==> src/rtl/board_ctrl_pkg.sv <==
// Shared types and helpers for the board control blocks: reset FSM states,
// a width helper and the default 48 MHz timing constants.
package board_ctrl_pkg;

  typedef enum logic [1:0] {
    HOLD,
    COUNT,
    RUN
  } rst_state_t;

  // Never returns less than 1, so a degenerate counter still has a legal width.
  function automatic int clog2(input int value);
    int width;
    width = 1;
    while ((longint'(1) << width) < longint'(value)) begin
      width = width + 1;
    end
    return width;
  endfunction

  localparam int SYNC_STAGES_DEFAULT     = 2;
  localparam int DEBOUNCE_CYCLES_48MHZ   = 65536;
  localparam int LONG_CYCLES_48MHZ       = 48000000;
  localparam int PROLONG_CYCLES_48MHZ    = 32768;

endpackage

==> src/rtl/btn_debounce_chan.sv <==
// One button channel: polarity fix, synchroniser, debounce, registered
// press/release pulses and a once-per-press long-press pulse.
module btn_debounce_chan
  import board_ctrl_pkg::*;
#(
  parameter logic INVERT          = 1'b0,
  parameter int   SYNC_STAGES     = SYNC_STAGES_DEFAULT,
  parameter int   DEBOUNCE_CYCLES = DEBOUNCE_CYCLES_48MHZ,
  parameter int   LONG_CYCLES     = LONG_CYCLES_48MHZ
) (
  input  logic clk_48mhz,
  input  logic reset,
  input  logic btn_raw,
  output logic btn_level,
  output logic btn_press,
  output logic btn_release,
  output logic btn_long
);

  localparam int DW = clog2(DEBOUNCE_CYCLES);
  localparam int LW = clog2(LONG_CYCLES + 1);
  localparam logic [DW-1:0] DCNT_LAST = DW'(DEBOUNCE_CYCLES - 1);
  localparam logic [LW-1:0] LCNT_MAX  = LW'(LONG_CYCLES);
  localparam logic [LW-1:0] LCNT_ARM  = LW'(LONG_CYCLES - 2);

  logic [SYNC_STAGES-1:0] sync_q;
  logic                   sync;
  logic [DW-1:0]          dcnt;
  logic [LW-1:0]          lcnt;
  logic                   toggle;
  logic                   level_next;

  assign sync       = sync_q[SYNC_STAGES-1];
  assign toggle     = (sync != btn_level) && (dcnt == DCNT_LAST);
  assign level_next = btn_level ^ toggle;

  always_ff @(posedge clk_48mhz or posedge reset) begin
    if (reset) begin
      sync_q <= '0;
    end else begin
      sync_q <= {sync_q[SYNC_STAGES-2:0], btn_raw ^ INVERT};
    end
  end

  // Pulses are registered alongside the level so they share its first cycle.
  always_ff @(posedge clk_48mhz or posedge reset) begin
    if (reset) begin
      dcnt        <= '0;
      btn_level   <= 1'b0;
      btn_press   <= 1'b0;
      btn_release <= 1'b0;
    end else begin
      if ((sync == btn_level) || toggle) begin
        dcnt <= '0;
      end else begin
        dcnt <= dcnt + 1'b1;
      end
      btn_level   <= level_next;
      btn_press   <= toggle & ~btn_level;
      btn_release <= toggle & btn_level;
    end
  end

  // Counter is held at 0 on the press and release cycles; a release due in
  // the same cycle as the long pulse wins because level_next is then 0.
  always_ff @(posedge clk_48mhz or posedge reset) begin
    if (reset) begin
      lcnt     <= '0;
      btn_long <= 1'b0;
    end else begin
      if (!btn_level || !level_next) begin
        lcnt <= '0;
      end else if (lcnt != LCNT_MAX) begin
        lcnt <= lcnt + 1'b1;
      end
      btn_long <= btn_level && level_next && (lcnt == LCNT_ARM);
    end
  end

endmodule

==> src/rtl/btn_reset_conditioner.sv <==
// Board-level button conditioner and prolonged system reset generator driven
// by the synchronised PLL lock and an optional debounced reset button.
module btn_reset_conditioner
  import board_ctrl_pkg::*;
#(
  parameter int                 NUM_BTN         = 7,
  parameter logic [NUM_BTN-1:0] BTN_INVERT      = '0,
  parameter int                 SYNC_STAGES     = SYNC_STAGES_DEFAULT,
  parameter int                 DEBOUNCE_CYCLES = DEBOUNCE_CYCLES_48MHZ,
  parameter int                 LONG_CYCLES     = LONG_CYCLES_48MHZ,
  parameter int                 PROLONG_CYCLES  = PROLONG_CYCLES_48MHZ,
  parameter logic               RESET_BTN_EN    = 1'b1,
  parameter int                 RESET_BTN       = 1
) (
  input  logic               clk_48mhz,
  input  logic               reset,
  input  logic               pll_lock,
  input  logic [NUM_BTN-1:0] btn_raw,
  output logic [NUM_BTN-1:0] btn_level,
  output logic [NUM_BTN-1:0] btn_press,
  output logic [NUM_BTN-1:0] btn_release,
  output logic [NUM_BTN-1:0] btn_long,
  output logic               sys_reset,
  output logic               reset_done
);

  localparam int PW = clog2(PROLONG_CYCLES);
  localparam logic [PW-1:0] PCNT_LAST = PW'(PROLONG_CYCLES - 1);

  logic [SYNC_STAGES-1:0] lock_q;
  logic                   lock_s;
  logic                   cause;
  rst_state_t             state;
  logic [PW-1:0]          pcnt;

  for (genvar i = 0; i < NUM_BTN; i++) begin : g_chan
    btn_debounce_chan #(
      .INVERT          (BTN_INVERT[i]),
      .SYNC_STAGES     (SYNC_STAGES),
      .DEBOUNCE_CYCLES (DEBOUNCE_CYCLES),
      .LONG_CYCLES     (LONG_CYCLES)
    ) u_chan (
      .clk_48mhz   (clk_48mhz),
      .reset       (reset),
      .btn_raw     (btn_raw[i]),
      .btn_level   (btn_level[i]),
      .btn_press   (btn_press[i]),
      .btn_release (btn_release[i]),
      .btn_long    (btn_long[i])
    );
  end

  always_ff @(posedge clk_48mhz or posedge reset) begin
    if (reset) begin
      lock_q <= '0;
    end else begin
      lock_q <= {lock_q[SYNC_STAGES-2:0], pll_lock};
    end
  end

  assign lock_s = lock_q[SYNC_STAGES-1];
  assign cause  = ~lock_s | (RESET_BTN_EN & btn_level[RESET_BTN]);

  // Any active cause restarts the whole prolong from HOLD.
  always_ff @(posedge clk_48mhz or posedge reset) begin
    if (reset) begin
      state      <= HOLD;
      pcnt       <= '0;
      sys_reset  <= 1'b1;
      reset_done <= 1'b0;
    end else begin
      reset_done <= 1'b0;
      if (cause) begin
        state     <= HOLD;
        pcnt      <= '0;
        sys_reset <= 1'b1;
      end else begin
        case (state)
          HOLD: begin
            state <= COUNT;
          end
          COUNT: begin
            if (pcnt == PCNT_LAST) begin
              state      <= RUN;
              sys_reset  <= 1'b0;
              reset_done <= 1'b1;
            end else begin
              pcnt <= pcnt + 1'b1;
            end
          end
          RUN: begin
            state <= RUN;
          end
          default: begin
            state     <= HOLD;
            sys_reset <= 1'b1;
          end
        endcase
      end
    end
  end

endmodule

==> config.mk <==
export PLATFORM = sky130hd
export DESIGN_NAME = btn_reset_conditioner
export DESIGN_NICKNAME = d
export VERILOG_FILES = /design/src/rtl/board_ctrl_pkg.sv /design/src/rtl/btn_debounce_chan.sv /design/src/rtl/btn_reset_conditioner.sv
export SDC_FILE = /design/constraint.sdc
export NUM_CORES = 1
export LEC_CHECK = 0
export ABC_AREA = 1
export CORE_MARGIN = 2
export CORE_UTILIZATION = 65
export DETAILED_ROUTE_END_ITERATION = 8
export DONT_BUFFER_PORTS = 1
export PLACE_DENSITY = 0.89
export SLEW_MARGIN = 20
export SYNTH_ARGS = -nofsm -noshare
export SYNTH_HDL_FRONTEND = slang
export SYNTH_HIERARCHICAL = 1
export SYNTH_SLANG_ARGS = --single-unit
export TNS_END_PERCENT = 50
==> constraint.sdc <==
create_clock -name clk_48mhz -period 2 [get_ports clk_48mhz]
set_input_delay 0.6 -clock clk_48mhz [delete_from_list [all_inputs] [get_ports clk_48mhz]]
set_output_delay 0.6 -clock clk_48mhz [all_outputs]
set_load 0.02 [all_outputs]
==> results by stage, run 1 <==
Clock network:
- The number of hold buffers added after CTS was 1.
- CTS saw 357 sinks.
- The number of instances resized during post-cts repair is 0.
- The total CTS buffers is 39.
- The deepest level of the CTS H-tree is 2.
- After clock tree synthesis, the clock-pin slew on the worst setup and hold paths is 0.06 ns.
- Buffers added to address setup during post-CTS repair amount to 0.
- At the later pin of the worst-skew pair, clock insertion delay measures 0.54 ns.
- The root buffer selected by CTS is sky130_fd_sc_hd__clkbuf_16.
- TritonCTS built the clock tree.
- The clock passes through at most 3 buffers.

Pwr:
- The internal power is 0.0117 W.
- Overall power consumption after layout is estimated at 0.0151 W.
- The peak ir drop on the vdd network is 0.000671 V.
- The part of the power in combinational logic is 3.5%.
- Power spread over the standard cell area amounts to 645 nW/um2.
- The share of total power in sequential cells is 48.8%.
- Of the total power, the share spent switching nets is 22.2%.
- The standby leakage power is 10.2 nW.
- The clock network accounts for 47.8% of the total power.
- The switching power is 0.00335 W.

Synthesis:
- The synthesized flop and latch total is 357.
- The sequential share of the synthesized area is 41.4%.
- The synthesis warning total is 6.
- After synthesis the cells add up to 21600 um2.
- Counting flops with a built-in enable in the synthesized netlist gives 0.
- The commonest register cell after synthesis is sky130_fd_sc_hd__dfrtp_1.
- The number of nets handed over by synthesis was 3148.
- The number of instances in the synthesized netlist is 3099.
- The number of different library cells used by synthesis comes to 33.
- A synthesized cell averages 6.96 um2.
- Of all flip-flops after synthesis, the portion carrying an async set or reset was 100%.

Min path:
- The startpoint identified for the worst hold timing path is btn_raw[0].
- The worst hold path terminates at g_chan[0].u_chan/sync_q[0]$_DFF_PP0_.
- The path class of the tightest hold or removal check is primary input to flop.
- The cell count of the worst hold path is 0.

Floorplan:
- Once the floorplan was initialized, standard cells occupied 66.1% of the core.
- The width of the die is 186 um.
- The floorplan has 66 rows.
- The floorplan step defined a die boundary enclosing 34700 um2.
- The count of pins on the block boundary is 40.
- The standard cell core area is 32600 um2.
- The vertical extent of the die is 186 um.

Timing:
- The minimum clock period after layout is 1.90 ns.
- The final setup violation count is 0.
- The final sum of negative setup slack is 0 ns.
- The total count of hold-check failures in the final report is 0.
- Setup repair after global routing left no endpoint under its margin.
- The maximum clock skew at final layout is 0.0217 ns.
- The final critical path takes up 94.8% of the cycle.
- The slew at the pin closest to its max-slew limit is 0.657 ns.
- Measured against its own limit, the worst slew margin works out to 55.9%.
- In the post-route analysis, the smallest setup slack over all paths is 0.103 ns.
- Timing would allow up to 527 MHz.
- The count of pins over their slew limit is 0.

Layout:
- The antenna cell count is 0.
- The number of nets in the layout is 3186.
- The library cell used most frequently in the layout, excluding fill and tap cells, is sky130_fd_sc_hd__nand2_1.
- The cell area after layout is 23400 um2.
- The area added between synthesis and finish is 8.40%.
- In the final layout, the share of cells above drive strength 1 is 6.73%.
- The count of filler cells inserted in the layout is 2612.
- The post-route core utilization is 71.7%.
- The area used by sequential logic in the layout is 8930 um2.
- The multi-input gate area in the final layout is 10900 um2.
- The library cells used most frequently in the layout, excluding fill and tap cells, are sky130_fd_sc_hd__nand2_1 (819), sky130_fd_sc_hd__nor2_1 (747), sky130_fd_sc_hd__inv_1 (378).

Setup path:
- The number of buffers and inverters on the critical path is 1.
- STA puts the critical path data arrival time at 1.30 ns.
- The endpoint of the worst register-to-register path is g_chan[4].u_chan/lcnt[14]$_DFFE_PP0P_.
- The critical path is of the flop to output port type.
- The startpoint of the most critical register-to-register path is g_chan[4].u_chan/lcnt[1]$_DFFE_PP0P_.
- Among cell families on the critical path, the largest total delay comes from flip-flops.
- The slowest stage of the critical path belongs to the cell sky130_fd_sc_hd__dfrtp_1.
- Walking the worst path, the cells encountered are buf_4.
- Counting cells, the worst reg-to-reg path comes to 6.
- The reg2reg setup slack is 0.26 ns.
- The worst setup path is captured at an output port.
- Of all nets on the critical path, the largest fanout is 6.
- The largest stage delay on the critical path is 0.55 ns.
- Data on the critical path is required at its endpoint by 1.40 ns.
- The kind of start point of the critical path is a flop.

Placed design:
- Timing analysis after detailed placement gives a worst setup slack of 0.285 ns.
- At the end of routability-driven placement, the weighted congestion stood at 0.971.
- The post-detailed-placement half-perimeter wirelength is 34.6 mm.
- The count of buffers inserted at the top-level ports is 0.
- The standard cell area after detailed placement is 22100 um2.

Route:
- The first detailed-routing pass took 6 iterations.
- For this block, the via count after detailed routing is 19431.
- Once detail routing completed, the nets flagged for antenna violations numbered 0.
- The ratio of routed vias to standard cells is 5.39.
- In the routed design, unresolved DRC markers number 0.
- The detailed router finished its first iteration with 1670 violations.
- The routed length per placed instance is 13.3 um.
- For this block, the routed nets add up to 47.9 mm of wire.

Outcome:
- The run finished with clean final reports.

Global route:
- The total routing resource utilization after global routing is 28.6%.
- The global routing stage identified its most utilized layer as met2.
- In the global route stage, met3 resource usage came out at 3.93%.
- The global-route wire length before repair is 82.5 mm.
- The initial antenna violation count was 1.
- The via count of the first global-routing pass was 18665.
- The global routing met2 resource utilization is 49.7%.
- Summed over all layers, the global routing overflow is 0.
- Global routing used 36.7% of the available met1 tracks.
- The pin count of the biggest net entering global routing is 49.

Job:
- The tool flagged a number of max-cap violations equal to 0.
## through the flow
stage	cells	hold WS [ns]
after floorplan	3099	0.331
after global placement	3537	0.332
after detailed placement	3537	0.335
after CTS	3607	0.0418
after global routing	3607	0.0546
final	3607	0.0773
## cell families after synthesis
kind of cell / count (synthesis) / share of synthesized area (%)
XOR/XNOR: 93 / 3.78
flip-flops: 357 / 41.4
adder cells (fa/ha/maj): 39 / 2.26
AND/OR/NAND/NOR: 2110 / 42.5
AO/OA/AOI/OAI: 77 / 1.88
buffers and inverters: 423 / 8.14
## synth_stat cells (4+ instances only)
master,n,area [um2]
sky130_fd_sc_hd__a21oi_1,37,185
sky130_fd_sc_hd__and2_1,7,43.8
sky130_fd_sc_hd__buf_6,22,248
sky130_fd_sc_hd__dfrtp_1,356,8910
sky130_fd_sc_hd__ha_1,39,488
sky130_fd_sc_hd__inv_1,385,1450
sky130_fd_sc_hd__inv_2,11,41.3
sky130_fd_sc_hd__nand2_1,819,3070
sky130_fd_sc_hd__nand2_2,13,81.3
sky130_fd_sc_hd__nand2_4,21,236
sky130_fd_sc_hd__nand3_1,244,1220
sky130_fd_sc_hd__nand3_2,8,80.1
sky130_fd_sc_hd__nand3_4,7,123
sky130_fd_sc_hd__nand3b_1,6,45.0
sky130_fd_sc_hd__nand4_1,45,282
sky130_fd_sc_hd__nor2_1,747,2800
sky130_fd_sc_hd__nor2_2,31,194
sky130_fd_sc_hd__nor2_4,14,158
sky130_fd_sc_hd__nor3_1,125,626
sky130_fd_sc_hd__nor3_2,8,80.1
sky130_fd_sc_hd__nor3b_1,7,52.6
sky130_fd_sc_hd__o21ai_0,28,140
sky130_fd_sc_hd__o21ai_1,4,20.0
sky130_fd_sc_hd__o21bai_1,7,52.6
sky130_fd_sc_hd__or2_4,7,61.3
sky130_fd_sc_hd__xnor2_1,21,184
sky130_fd_sc_hd__xor2_1,72,631
## power by group through the flow
stage / sequential, W / clock (W) / combinational, W
floorplan: 0.00748 / 0 / 0.000398
global placement: 0.00748 / 0 / 0.000491
detailed placement: 0.00749 / 0 / 0.000522
CTS: 0.00736 / 0.00737 / 0.000533
global route: 0.00737 / 0.00767 / 0.000603
finish: 0.00736 / 0.00720 / 0.000520
## sequential cells by signal, summed over array words and instances, names as in the netlist, named ones only
signal / count
g_chan.u_chan/btn_release: 7
g_chan.u_chan/btn_press: 7
state: 2
reset_done: 1
sys_reset: 1
g_chan.u_chan/sync_q: 14
pcnt: 15
g_chan.u_chan/btn_long: 7
g_chan.u_chan/lcnt: 182
g_chan.u_chan/dcnt: 112
lock_q: 2
## layer usage
layer	up-vias	share of wire (%)
li1	9661	-
met2	595	49
met4	2	2.6
met1	9060	43
met3	113	5.2
met5	-	0.027
## how the worst max path moves through the flow
stage,from,end,depth (start not counted)
after floorplan,reset,asynchronous set/reset pin,1
after global placement,g_chan[4].u_chan/lcnt[1]$_DFFE_PP0P_,g_chan[4].u_chan/lcnt[14]$_DFFE_PP0P_,6
after detailed placement,g_chan[4].u_chan/lcnt[1]$_DFFE_PP0P_,g_chan[4].u_chan/lcnt[14]$_DFFE_PP0P_,6
after CTS,flop,btn_level[1],1
after global routing,flop,btn_level[1],1
final,flop,btn_level[1],1
## final cells by class
type,count,area share [%]
multi-input cells,2319,46.5
flip-flops and latches,357,38.2
inverters,398,6.39
clock buffers,56,4.96
well taps,442,2.37
repair buffers,22,0.985
clock inverters,13,0.557
Note: power is estimated with default switching activity, not from simulation.
==> run 2: changes to the inputs <==
--- a/config.mk
+++ b/config.mk
@@ -6,6 +6,8 @@
 export NUM_CORES = 1
 export LEC_CHECK = 0
 export ABC_AREA = 1
+export ABC_CLOCK_PERIOD_IN_PS = 2000
+export CORE_ASPECT_RATIO = 1.25
 export CORE_MARGIN = 2
 export CORE_UTILIZATION = 65
 export DETAILED_ROUTE_END_ITERATION = 8
==> run 2 against run 1 <==
Count of clock-buffer cells in the layout increased by 1; combinational power increased by 2%; utilization decreased by 0.29 points; clock power decreased by 3.2%; die area about the same; setup slack improved by 0.034 ns; fmax increased by 1.8%; cell area decreased by 0.21%.
==> results by stage, run 2 (synthesized netlist as in run 1, its figures left out) <==
Timing:
- The achievable frequency is 537 MHz (+1.8%).
- The final setup violation count is 0 (unchanged).
- Setup repair after global routing left no endpoint under its margin.
- The count of pins over their slew limit is 0 (unchanged).
- The slew at the pin closest to its max-slew limit came to 0.646 ns (-0.0110 ns).
- The final sum of negative setup slack came to 0 ns (unchanged).
- The maximum clock skew at final layout is 0.0188 ns (-0.00285 ns).
- The final critical-path share of the clock period was 93.2% (-1.7 points).
- The total count of hold-check failures in the final report is 0 (unchanged).
- The worst hold slack is 0.00157 ns (-0.0757 ns).
- The worst-case headroom to the max-slew limit was 56.8% (+0.93 points).
- The minimum clock period after layout is 1.86 ns (-0.0337 ns).

Setup path:
- The number of buffers and inverters on the critical path is 1 (unchanged).
- The worst setup path is captured at an output port.
- Traced cell by cell, the critical path runs through buf_4.
- On the critical path, the stage with the largest delay is an instance of sky130_fd_sc_hd__dfrtp_1.
- The category of cells accounting for the largest share of critical-path delay is flip-flops.
- The reg2reg setup slack came to 0.27 ns (about the same).
- The largest stage delay on the critical path is 0.49 ns (-0.06 ns).
- By startpoint and endpoint, the worst setup path is classified as flop to output port.
- The endpoint of the worst register-to-register path is g_chan[6].u_chan/lcnt[7]$_DFFE_PP0P_.
- The largest fanout on the critical path is 4 (-2).
- The data arrival at the endpoint of the critical path is 1.26 ns (-0.04 ns).
- The data required time of the critical path is 1.40 ns (about the same).
- STA classifies the critical path startpoint as a flop.
- The worst register-to-register path begins at g_chan[6].u_chan/dcnt[0]$_DFF_PP0_.
- The number of stages on the worst setup path came to 1 (unchanged).
- The critical path ends at btn_level[1].
- The cell count of the worst reg-to-reg path came to 8 (+2).

Global route:
- The routing layer with the top usage in global route is met2.
- The overflow left after global routing is 0 (unchanged).
- The met3 track demand over resource in global routing is 4.04% (+0.11 points).
- The initial antenna violation count came to 2 (+1).
- The pin count of the biggest net entering global routing is 49 (unchanged).
- The total routing resource utilization after global routing came to 28.0% (-0.58 points).
- The met1 track demand over resource is 32.9% (-3.8 points).
- The global routing met2 resource utilization was 51.0% (+1.3 points).
- The via count of the first global-routing pass is 19066 (+2.1%).
- The global-route wire length before repair is 83.4 mm (+1.1%).

Pwr:
- The power per unit of standard cell area came to 637 nW/um2 (-1.3%).
- The standby leakage power is 10.2 nW (about the same).
- The peak ir drop on the vdd network came to 0.000604 V (-10%).

Floorplan:
- The vertical extent of the die was 208 um (+12%).
- The standard cell core area is 32700 um2 (+0.20%).
- The width of the die is 167 um (-10%).
- The die area was 34700 um2 (about the same).
- The count of pins on the block boundary is 40 (unchanged).
- The number of cell rows is 74 (+12%).
- The effective utilization at floorplan is 66.0% (-0.13 points).

Clock network:
- The deepest level of the CTS H-tree is 2 (unchanged).
- The number of instances resized during post-cts repair is 0 (unchanged).
- The total CTS buffers is 38 (-2.6%).
- The sink count of the clock tree came to 357 (unchanged).
- The register clock-pin slew on the reported worst setup and hold paths is 0.06 ns (about the same).
- TritonCTS built the clock tree.
- The clock insertion delay at the later pin of the skew report is 0.54 ns (about the same).
- The total setup buffers inserted after CTS is 0 (unchanged).
- Clock tree synthesis selected as its root buffer the cell sky130_fd_sc_hd__clkbuf_16.
- The maximum root-to-sink buffer count is 3 (unchanged).

Placed design:
- The post-detailed-placement half-perimeter wirelength is 35.4 mm (+2.4%).
- The weighted congestion reported at the end of routability-driven placement came to 0.972 (about the same).
- The count of buffers inserted at the top-level ports came to 0 (unchanged).

Layout:
- The library cell used most frequently in the layout, excluding fill and tap cells, is sky130_fd_sc_hd__nand2_1.
- The number of nets in the layout is 3191 (+0.16%).
- In the layout the commonest cells are sky130_fd_sc_hd__nand2_1 (819), sky130_fd_sc_hd__nor2_1 (747), sky130_fd_sc_hd__inv_1 (378).
- The count of filler cells inserted in the layout came to 2619 (+0.27%).
- The largest registers in the layout are g_chan.u_chan/lcnt x182, g_chan.u_chan/dcnt x112, pcnt x15.
- More flip-flops sit in one register than any other, and that register is g_chan.u_chan/lcnt.
- The share of final-layout standard cells stronger than drive strength 1 was 6.82% (+0.086 points).
- The number of flip-flops in the largest register came to 182 (unchanged).
- The area growth from synthesis to layout is 8.17%.

Job:
- The number of max-capacitance violations reported is 0 (unchanged).

Route:
- The post-detailed-route DRC marker count came to 0 (unchanged).
- The detailed-router iteration count before antenna repair came to 5 (-1).
- The via count of the routed design is 19372 (-0.30%).
- The DRC marker count from the first detailed-route iteration is 1344 (-20%).
- The ratio of routed vias to standard cells is 5.40 (+0.22%).
- The final wirelength was 47.9 mm (about the same).
- The remaining antenna violation count is 0 (unchanged).
- The routed length per placed instance is 13.4 um (+0.59%).

Outcome:
- The flow ran to the end, and the final reports show no timing, DRC or antenna violations.

Min path:
- The path class of the tightest hold or removal check is primary input to asynchronous set/reset pin.
==> run 2: per-stage QoR <==
stage / area (um2) / setup WS (ns) / std cells / util [%] / total power [W]
detailed placement: 22100 / 0.315 / 3519 / 67.5 / 0.00803
global placement: 22100 / 0.416 / 3519 / 67.5 / 0.00798
CTS: 23300 / 0.116 / 3587 / 71.4 / 0.0151
finish: 23300 / 0.137 / 3588 / 71.4 / 0.0149
global route: 23300 / 0.106 / 3587 / 71.4 / 0.0154
floorplan: 21600 / 0.256 / 3099 / - / 0.00787
==> run 2: report_power, final <==
part	internal [W]	switching [W]
combinational	0.000148	0.000382
clock	0.00410	0.00287
sequential	0.00730	0.0000623
==> run 2: worst min path at each step <==
stage               slack, ns                                    to
detailed placement       0.34  g_chan[2].u_chan/sync_q[1]$_DFF_PP0_
finish                  0.002    g_chan[2].u_chan/dcnt[8]$_DFF_PP0_
global placement         0.33                   lock_q[1]$_DFF_PP0_
floorplan                0.33  g_chan[0].u_chan/sync_q[1]$_DFF_PP0_
global route             0.05    g_chan[2].u_chan/dcnt[1]$_DFF_PP0_
CTS                     0.006    g_chan[2].u_chan/dcnt[4]$_DFF_PP0_
==> run 2: area by class of cell <==
type | count | area, um2 | area share [%]
Inverter | 398 | 1490 | 6.40
Timing Repair Buffer | 28 | 250 | 1.07
Clock buffer | 57 | 1190 | 5.08
Antenna cell | 1 | 2.50 | 0.0107
Tap cell | 418 | 523 | 2.24
Clock inverter | 10 | 62.6 | 0.268
Sequential cell | 357 | 8930 | 38.3
Multi-Input combinational cell | 2319 | 10900 | 46.6
==> run 2: routing by layer <==
| metal | vias to the layer above | share of wire (%) |
|---|---|---|
| met5 | - | 0.027 |
| met4 | 2 | 3.7 |
| met3 | 149 | 3.8 |
| met2 | 475 | 52 |
| met1 | 9074 | 41 |
| li1 | 9672 | - |
==> run 2: what timing repair did <==
item | CTS | global route
endpoints found under the setup margin | 0 | 0
hold buffers | 1 | 0
hold endpoints to repair | 149 | 0
